===== config.mk =====
export PLATFORM = sky130hd
export DESIGN_NAME = clic_param
export DESIGN_NICKNAME = d
export VERILOG_FILES = /design/src/rtl/clic_param_pkg.sv /design/src/rtl/clic_max_tree.sv /design/src/rtl/clic_param.sv
export SDC_FILE = /design/constraint.sdc
export NUM_CORES = 2
export LEC_CHECK = 0
export ABC_AREA = 1
export BUFFER_PORTS_ARGS = -buffer_cell sky130_fd_sc_hd__buf_2
export CAP_MARGIN = 20
export CORE_ASPECT_RATIO = 0.9
export CORE_UTILIZATION = 35
export CTS_CLUSTER_SIZE = 24
export DETAILED_ROUTE_END_ITERATION = 7
export PLACE_DENSITY_LB_ADDON = 0.12
export SLEW_MARGIN = 20
export SYNTH_ARGS = -nofsm -noshare
export SYNTH_HDL_FRONTEND = slang
export SYNTH_HIERARCHICAL = 1
export SYNTH_SLANG_ARGS = --single-unit

===== constraint.sdc =====
create_clock -name clock -period 29.9 [get_ports clock]
set_clock_uncertainty 0.15 [all_clocks]
set_input_delay 1.495 -clock clock [delete_from_list [all_inputs] [get_ports clock]]
set_output_delay 1.495 -clock clock [all_outputs]
set_load 0.01 [all_outputs]

===== src/rtl/clic_param_pkg.sv =====
// clic_param_pkg: shared types, register offsets and arbitration helper for the CLIC
package clic_param_pkg;
  localparam int MAX_ID_W = 12;
  localparam logic [31:0] OFF_CFG    = 32'h0000_0000;
  localparam logic [31:0] OFF_INFO   = 32'h0000_0004;
  localparam logic [31:0] OFF_THRESH = 32'h0000_0008;
  localparam logic [31:0] OFF_INT    = 32'h0000_1000;
  typedef struct packed {
    logic [1:0] trig;
  } clic_attr_t;
  typedef struct packed {
    logic                valid;
    logic [7:0]          ctl8;
    logic [MAX_ID_W-1:0] id;
  } clic_key_t;
  function automatic clic_key_t key_max(clic_key_t a, clic_key_t b);
    return (b.valid && (!a.valid || b.ctl8 > a.ctl8)) ? b : a;
  endfunction
endpackage


===== src/rtl/clic_max_tree.sv =====
// clic_max_tree: combinational tournament picking the largest ctl8, lowest id on ties
module clic_max_tree import clic_param_pkg::*; #(
  parameter int NUM_IRPT = 32
) (
  input  clic_key_t keys [NUM_IRPT],
  output clic_key_t win
);
  localparam int LVL = $clog2(NUM_IRPT);
  localparam int P = 1 << LVL;
  clic_key_t node [P];
  // Pairwise reduction; the left (lower id) side is kept on equal ctl8
  always_comb begin
    node = '{default: '0};
    for (int k = 0; k < NUM_IRPT; k++) node[k] = keys[k];
    for (int l = LVL; l > 0; l--)
      for (int k = 0; k < (1 << (l - 1)); k++) node[k] = key_max(node[2 * k], node[2 * k + 1]);
    win = node[0];
  end
endmodule


===== src/rtl/clic_param.sv =====
// clic_param: parametrised core-local interrupt controller with threshold, polarity and claim port
module clic_param import clic_param_pkg::*; #(
  parameter int NUM_IRPT = 32,
  parameter int CTL_BITS = 8,
  localparam int ID_W = $clog2(NUM_IRPT)
) (
  input  logic                clock,
  input  logic                reset,
  input  logic                clic_valid,
  input  logic [31:0]         clic_addr,
  input  logic [31:0]         clic_wdata,
  input  logic [3:0]          clic_wstrb,
  output logic [31:0]         clic_rdata,
  output logic                clic_ready,
  input  logic [NUM_IRPT-1:0] clic_irpt,
  input  logic                clic_ack,
  input  logic [ID_W-1:0]     clic_ack_id,
  output logic                clic_meip,
  output logic [ID_W-1:0]     clic_meid,
  output logic [7:0]          clic_meil
);
  localparam logic [7:0] CTL_ONES = 8'hFF >> CTL_BITS;
  logic [3:0] nlbits, nl_s1;
  logic [7:0] mintthresh, thr_s1, lvl;
  logic [NUM_IRPT-1:0] ip, ie, irpt_q, cand_s1, edge_hit, ip_wr, ack_hit;
  clic_attr_t attr [NUM_IRPT];
  logic [7:0] ctl [NUM_IRPT];
  logic [7:0] ctl_s1 [NUM_IRPT];
  logic wr, int_hit, hit;
  logic [31:0] off, rd;
  logic [ID_W-1:0] idx;
  clic_key_t keys [NUM_IRPT];
  clic_key_t win;
  // Address decode and read-data mux for the current access
  always_comb begin
    wr = clic_valid && |clic_wstrb;
    off = clic_addr - OFF_INT;
    int_hit = clic_addr >= OFF_INT && off[31:2] < 30'(NUM_IRPT) && clic_addr[1:0] == 2'b00;
    idx = off[ID_W+1:2];
    rd = clic_addr == OFF_CFG ? {27'b0, nlbits, 1'b0}
       : clic_addr == OFF_INFO ? {7'b0, 4'(CTL_BITS), 8'b0, 13'(NUM_IRPT)}
       : clic_addr == OFF_THRESH ? {24'b0, mintthresh}
       : int_hit ? {ctl[idx] | CTL_ONES, 5'b0, attr[idx].trig, 8'b0, ie[idx], 7'b0, ip[idx]}
       : 32'b0;
  end
  // Per-input edge detection, bus writes to ip and claim matching
  always_comb
    for (int i = 0; i < NUM_IRPT; i++) begin
      edge_hit[i] = attr[i].trig[1] ? irpt_q[i] & ~clic_irpt[i] : clic_irpt[i] & ~irpt_q[i];
      ip_wr[i] = wr && int_hit && clic_wstrb[0] && idx == ID_W'(i);
      ack_hit[i] = clic_ack && clic_ack_id == ID_W'(i);
    end
  // Bus-writable configuration and per-input attributes, byte-strobed
  always_ff @(posedge clock or posedge reset)
    if (reset) begin
      nlbits <= '0;
      mintthresh <= '0;
      ie <= '0;
      attr <= '{default: '0};
      ctl <= '{default: '0};
    end else if (wr) begin
      if (clic_addr == OFF_CFG && clic_wstrb[0]) nlbits <= clic_wdata[4:1];
      if (clic_addr == OFF_THRESH && clic_wstrb[0]) mintthresh <= clic_wdata[7:0];
      if (int_hit && clic_wstrb[1]) ie[idx] <= clic_wdata[8];
      if (int_hit && clic_wstrb[2]) attr[idx].trig <= clic_wdata[18:17];
      if (int_hit && clic_wstrb[3]) ctl[idx] <= clic_wdata[31:24];
    end
  // Pending bits: level inputs track the line, edge inputs latch with set > write > claim
  always_ff @(posedge clock or posedge reset)
    if (reset) begin
      ip <= '0;
      irpt_q <= '0;
    end else begin
      irpt_q <= clic_irpt;
      for (int i = 0; i < NUM_IRPT; i++)
        ip[i] <= !attr[i].trig[0] ? clic_irpt[i] ^ attr[i].trig[1]
               : edge_hit[i] ? 1'b1
               : ip_wr[i] ? clic_wdata[0]
               : ack_hit[i] ? 1'b0 : ip[i];
    end
  // Stage 1: candidate flags, effective ctl8 and the level/threshold settings that go with them
  always_ff @(posedge clock or posedge reset)
    if (reset) begin
      cand_s1 <= '0;
      ctl_s1 <= '{default: '0};
      nl_s1 <= '0;
      thr_s1 <= '0;
    end else begin
      cand_s1 <= ip & ie;
      for (int i = 0; i < NUM_IRPT; i++) ctl_s1[i] <= ctl[i] | CTL_ONES;
      nl_s1 <= nlbits;
      thr_s1 <= mintthresh;
    end
  // Arbiter keys carry their own id so the tree needs no position bookkeeping
  always_comb
    for (int i = 0; i < NUM_IRPT; i++) keys[i] = '{valid: cand_s1[i], ctl8: ctl_s1[i], id: MAX_ID_W'(i)};
  clic_max_tree #(.NUM_IRPT(NUM_IRPT)) u_tree (.keys(keys), .win(win));
  // Winner level: bits below the top nlbits are forced to one
  always_comb begin
    lvl = win.ctl8 | (8'hFF >> (nl_s1 > 4'd8 ? 4'd8 : nl_s1));
    hit = win.valid && lvl > thr_s1;
  end
  // Output request registers and the single-cycle bus response
  always_ff @(posedge clock or posedge reset)
    if (reset) begin
      clic_meip <= 1'b0;
      clic_meid <= '0;
      clic_meil <= '0;
      clic_ready <= 1'b0;
      clic_rdata <= '0;
    end else begin
      clic_meip <= hit;
      clic_meid <= hit ? win.id[ID_W-1:0] : '0;
      clic_meil <= hit ? lvl : '0;
      clic_ready <= clic_valid;
      clic_rdata <= clic_valid ? rd : '0;
    end
endmodule


==> metrics.md <==
| Metric | Value |
|---|---|
| Status | `complete, no violations` |
| CP arrival | `12.91 ns` |
| Total internal power | `1.84 mW` |
| Row Count | `123` |
| Pwr Density | `55.6 nW/um2` |
| Crit end category | `flop` |
| Switching Fraction | `0.336` |
| Lkg Pwr | `26.2 nW` |
| Clock sink count | `762` |
| Comb pwr share | `0.217` |
| Total CTS buffers | `89` |
| Achievable frequency | `0.0799 GHz` |
| I/O Buffers | `129` |
| DP HPWL | `118 mm` |
| Cts repair resizes | `0` |
| Die Ht | `341 um` |
| Final WL | `162 mm` |
| HP Class | `reg -> reg` |
| Chip width | `378 um` |
| Setup Buffers After CTS | `0` |
| Register area | `19100 um2` |
| Psw | `0.934 mW` |
| Largest net degree at the start of global routing | `121` |
| RePlAce Congestion | `0.929` |
| Clk network pwr share | `0.403` |
| H-Tree Depth | `3` |
| Mapped cell area | `44600 um2` |
| Final count of negative-setup-slack endpoints | `0` |
| RSZ-0062 raised after global routing | `no` |
| Core Box Area | `126000 um2` |
| Post-layout nets | `6359` |
| Filler cells | `13069` |
| Avg Cell Area, Syn | `7.53 um2` |
| Worst-case clock buffer depth | `3` |
| CP max-delay cell | `a21oi_1` |
| Total congestion overflow | `0` |
| Tcrit/Tclk final | `0.419` |
| Post-synthesis instance total | `5918` |
| Final Hold Fails | `0` |
| Die area | `129000 um2` |
| Fraction of final layout cells sized beyond drive strength 1 | `0.0734` |
| TritonCTS clock tree | `built` |
| Rel. slew slack | `0.229` |
| WHS | `0.242 ns` |
| Initial core utilization | `0.355` |
| Max FO, Critical Path | `14` |
| Hold buffers post-CTS | `0` |
| CTS clk-pin slew, worst paths | `0.06 ns` |
| Sequential share of power | `0.380` |
| Via count | `40517` |
| Slowest stage delay, CP | `0.80 ns` |
| Vias in the first global route | `38244` |
| Final min period | `12.52 ns` |
| Multi-input gate area | `22200 um2` |
| Max-cap viol count | `0` |
| Clock Latency Late Sink | `0.68 ns` |
| Drt pass-1 iters | `8` |
| Iter 0 DRT Violations | `3599` |
| Type of origin of the critical path | `flop` |
| Via-to-Cell Ratio | `5.23` |
| Final Max Slew Viols | `0` |
| Area Overhead vs Synth | `12.0%` |
| Gr usage total | `0.252` |
| Crit-path most repeated cell | `nand2_1` |
| # DRC | `0` |
| Final TNS setup | `0 ns` |
| VDD IR max | `0.0000390 V` |
| Number of synthesis warnings | `6` |
| CP required | `30.29 ns` |
| Initial antenna violation count | `5` |
| Antenna Nets Post-Route | `0` |
| Number of top-level pins | `156` |
| Root buffer cell | `clkbuf_16` |
| WL per Instance | `21.0 um` |
| Worst Tran Pin Value | `1.16 ns` |
| CP Class | `reg -> reg` |
| First-pass GRT wire length | `245 mm` |
flip-flops by register name, summed over array words and instances (netlist names), 5 cells and up:
name        flops
ip             32
thr_s1          8
ctl_s1        256
mintthresh      8
clic_rdata     19
ctl           256
clic_meid       5
attr           64
ie             32
cand_s1        32
irpt_q         32
clic_meil       8
cell type report:
class | instances | share of cell area
multi-input combinational | 4340 | 0.444
sequential | 762 | 0.382
clock buffer | 130 | 0.0545
inverter | 589 | 0.0445
tap | 1687 | 0.0423
timing repair buffer | 212 | 0.0264
clock inverter | 30 | 0.00581
antenna | 4 | 0.000200
final timing paths:
path                            start            to  slack, ns  depth (start not counted)
hold reg to reg              ctl[169]   ctl_s1[169]       0.24                          0
max in group asynchronous       reset   ctl_s1[198]      25.42                          6
hold / removal               ctl[169]   ctl_s1[169]       0.24                          0
setup reg to reg           ctl_s1[89]  clic_meid[4]      17.38                         64
setup / recovery           ctl_s1[89]  clic_meid[4]      17.38                         64
min in group asynchronous       reset       attr[9]       0.82                          2
placed cells by master, fill, tap and decap left out, types with 127 or more instances in the layout:
cell type / instances
dfrtp_1: 762
buf_2: 127
o22ai_1: 190
o21ai_0: 178
nand4_1: 424
nand3_1: 705
conb_1: 173
ha_1: 256
nand2_1: 1799
a21oi_1: 143
nor2_1: 238
inv_1: 567
metrics by stage:
step                instance area (um2)  power [mW]  utilization  instances  setup WS (ns)
floorplan                         45200        1.43            -       6089           6.87
global placement                  46900        1.66        0.373       7588          17.60
detailed placement                46900        1.67        0.373       7589          17.54
CTS                               49900        2.79        0.397       7749          17.48
global route                      49900        2.89        0.397       7750          16.21
finish                            49900        2.78        0.397       7754          17.38
per-layer routing:
layer,track usage,vias up,wire length (um)
met5,0,-,13
li1,-,19680,-
met2,0.378,1182,70600
met4,0.0892,2,5530
met3,0.0269,214,8350
met1,0.372,19439,78000
worst max-delay path: cells and delay by family, from the launching register on:
family	cells	cell delay (ns)
flops	1	0.39
compound gates	13	3.53
simple gates	37	5.01
buf+inv	8	1.62
fa+ha+maj	6	1.62
power groups by stage:
| stage | Combinational [mW] | Clock (mW) | Sequential (mW) |
|---|---|---|---|
| floorplan | 0.362 | 0 | 1.07 |
| global placement | 0.590 | 0 | 1.07 |
| detailed placement | 0.595 | 0 | 1.07 |
| CTS | 0.597 | 1.14 | 1.05 |
| finish | 0.603 | 1.12 | 1.05 |
| global route | 0.643 | 1.19 | 1.06 |
No activity file was read; power rests on OpenSTA's default activity.
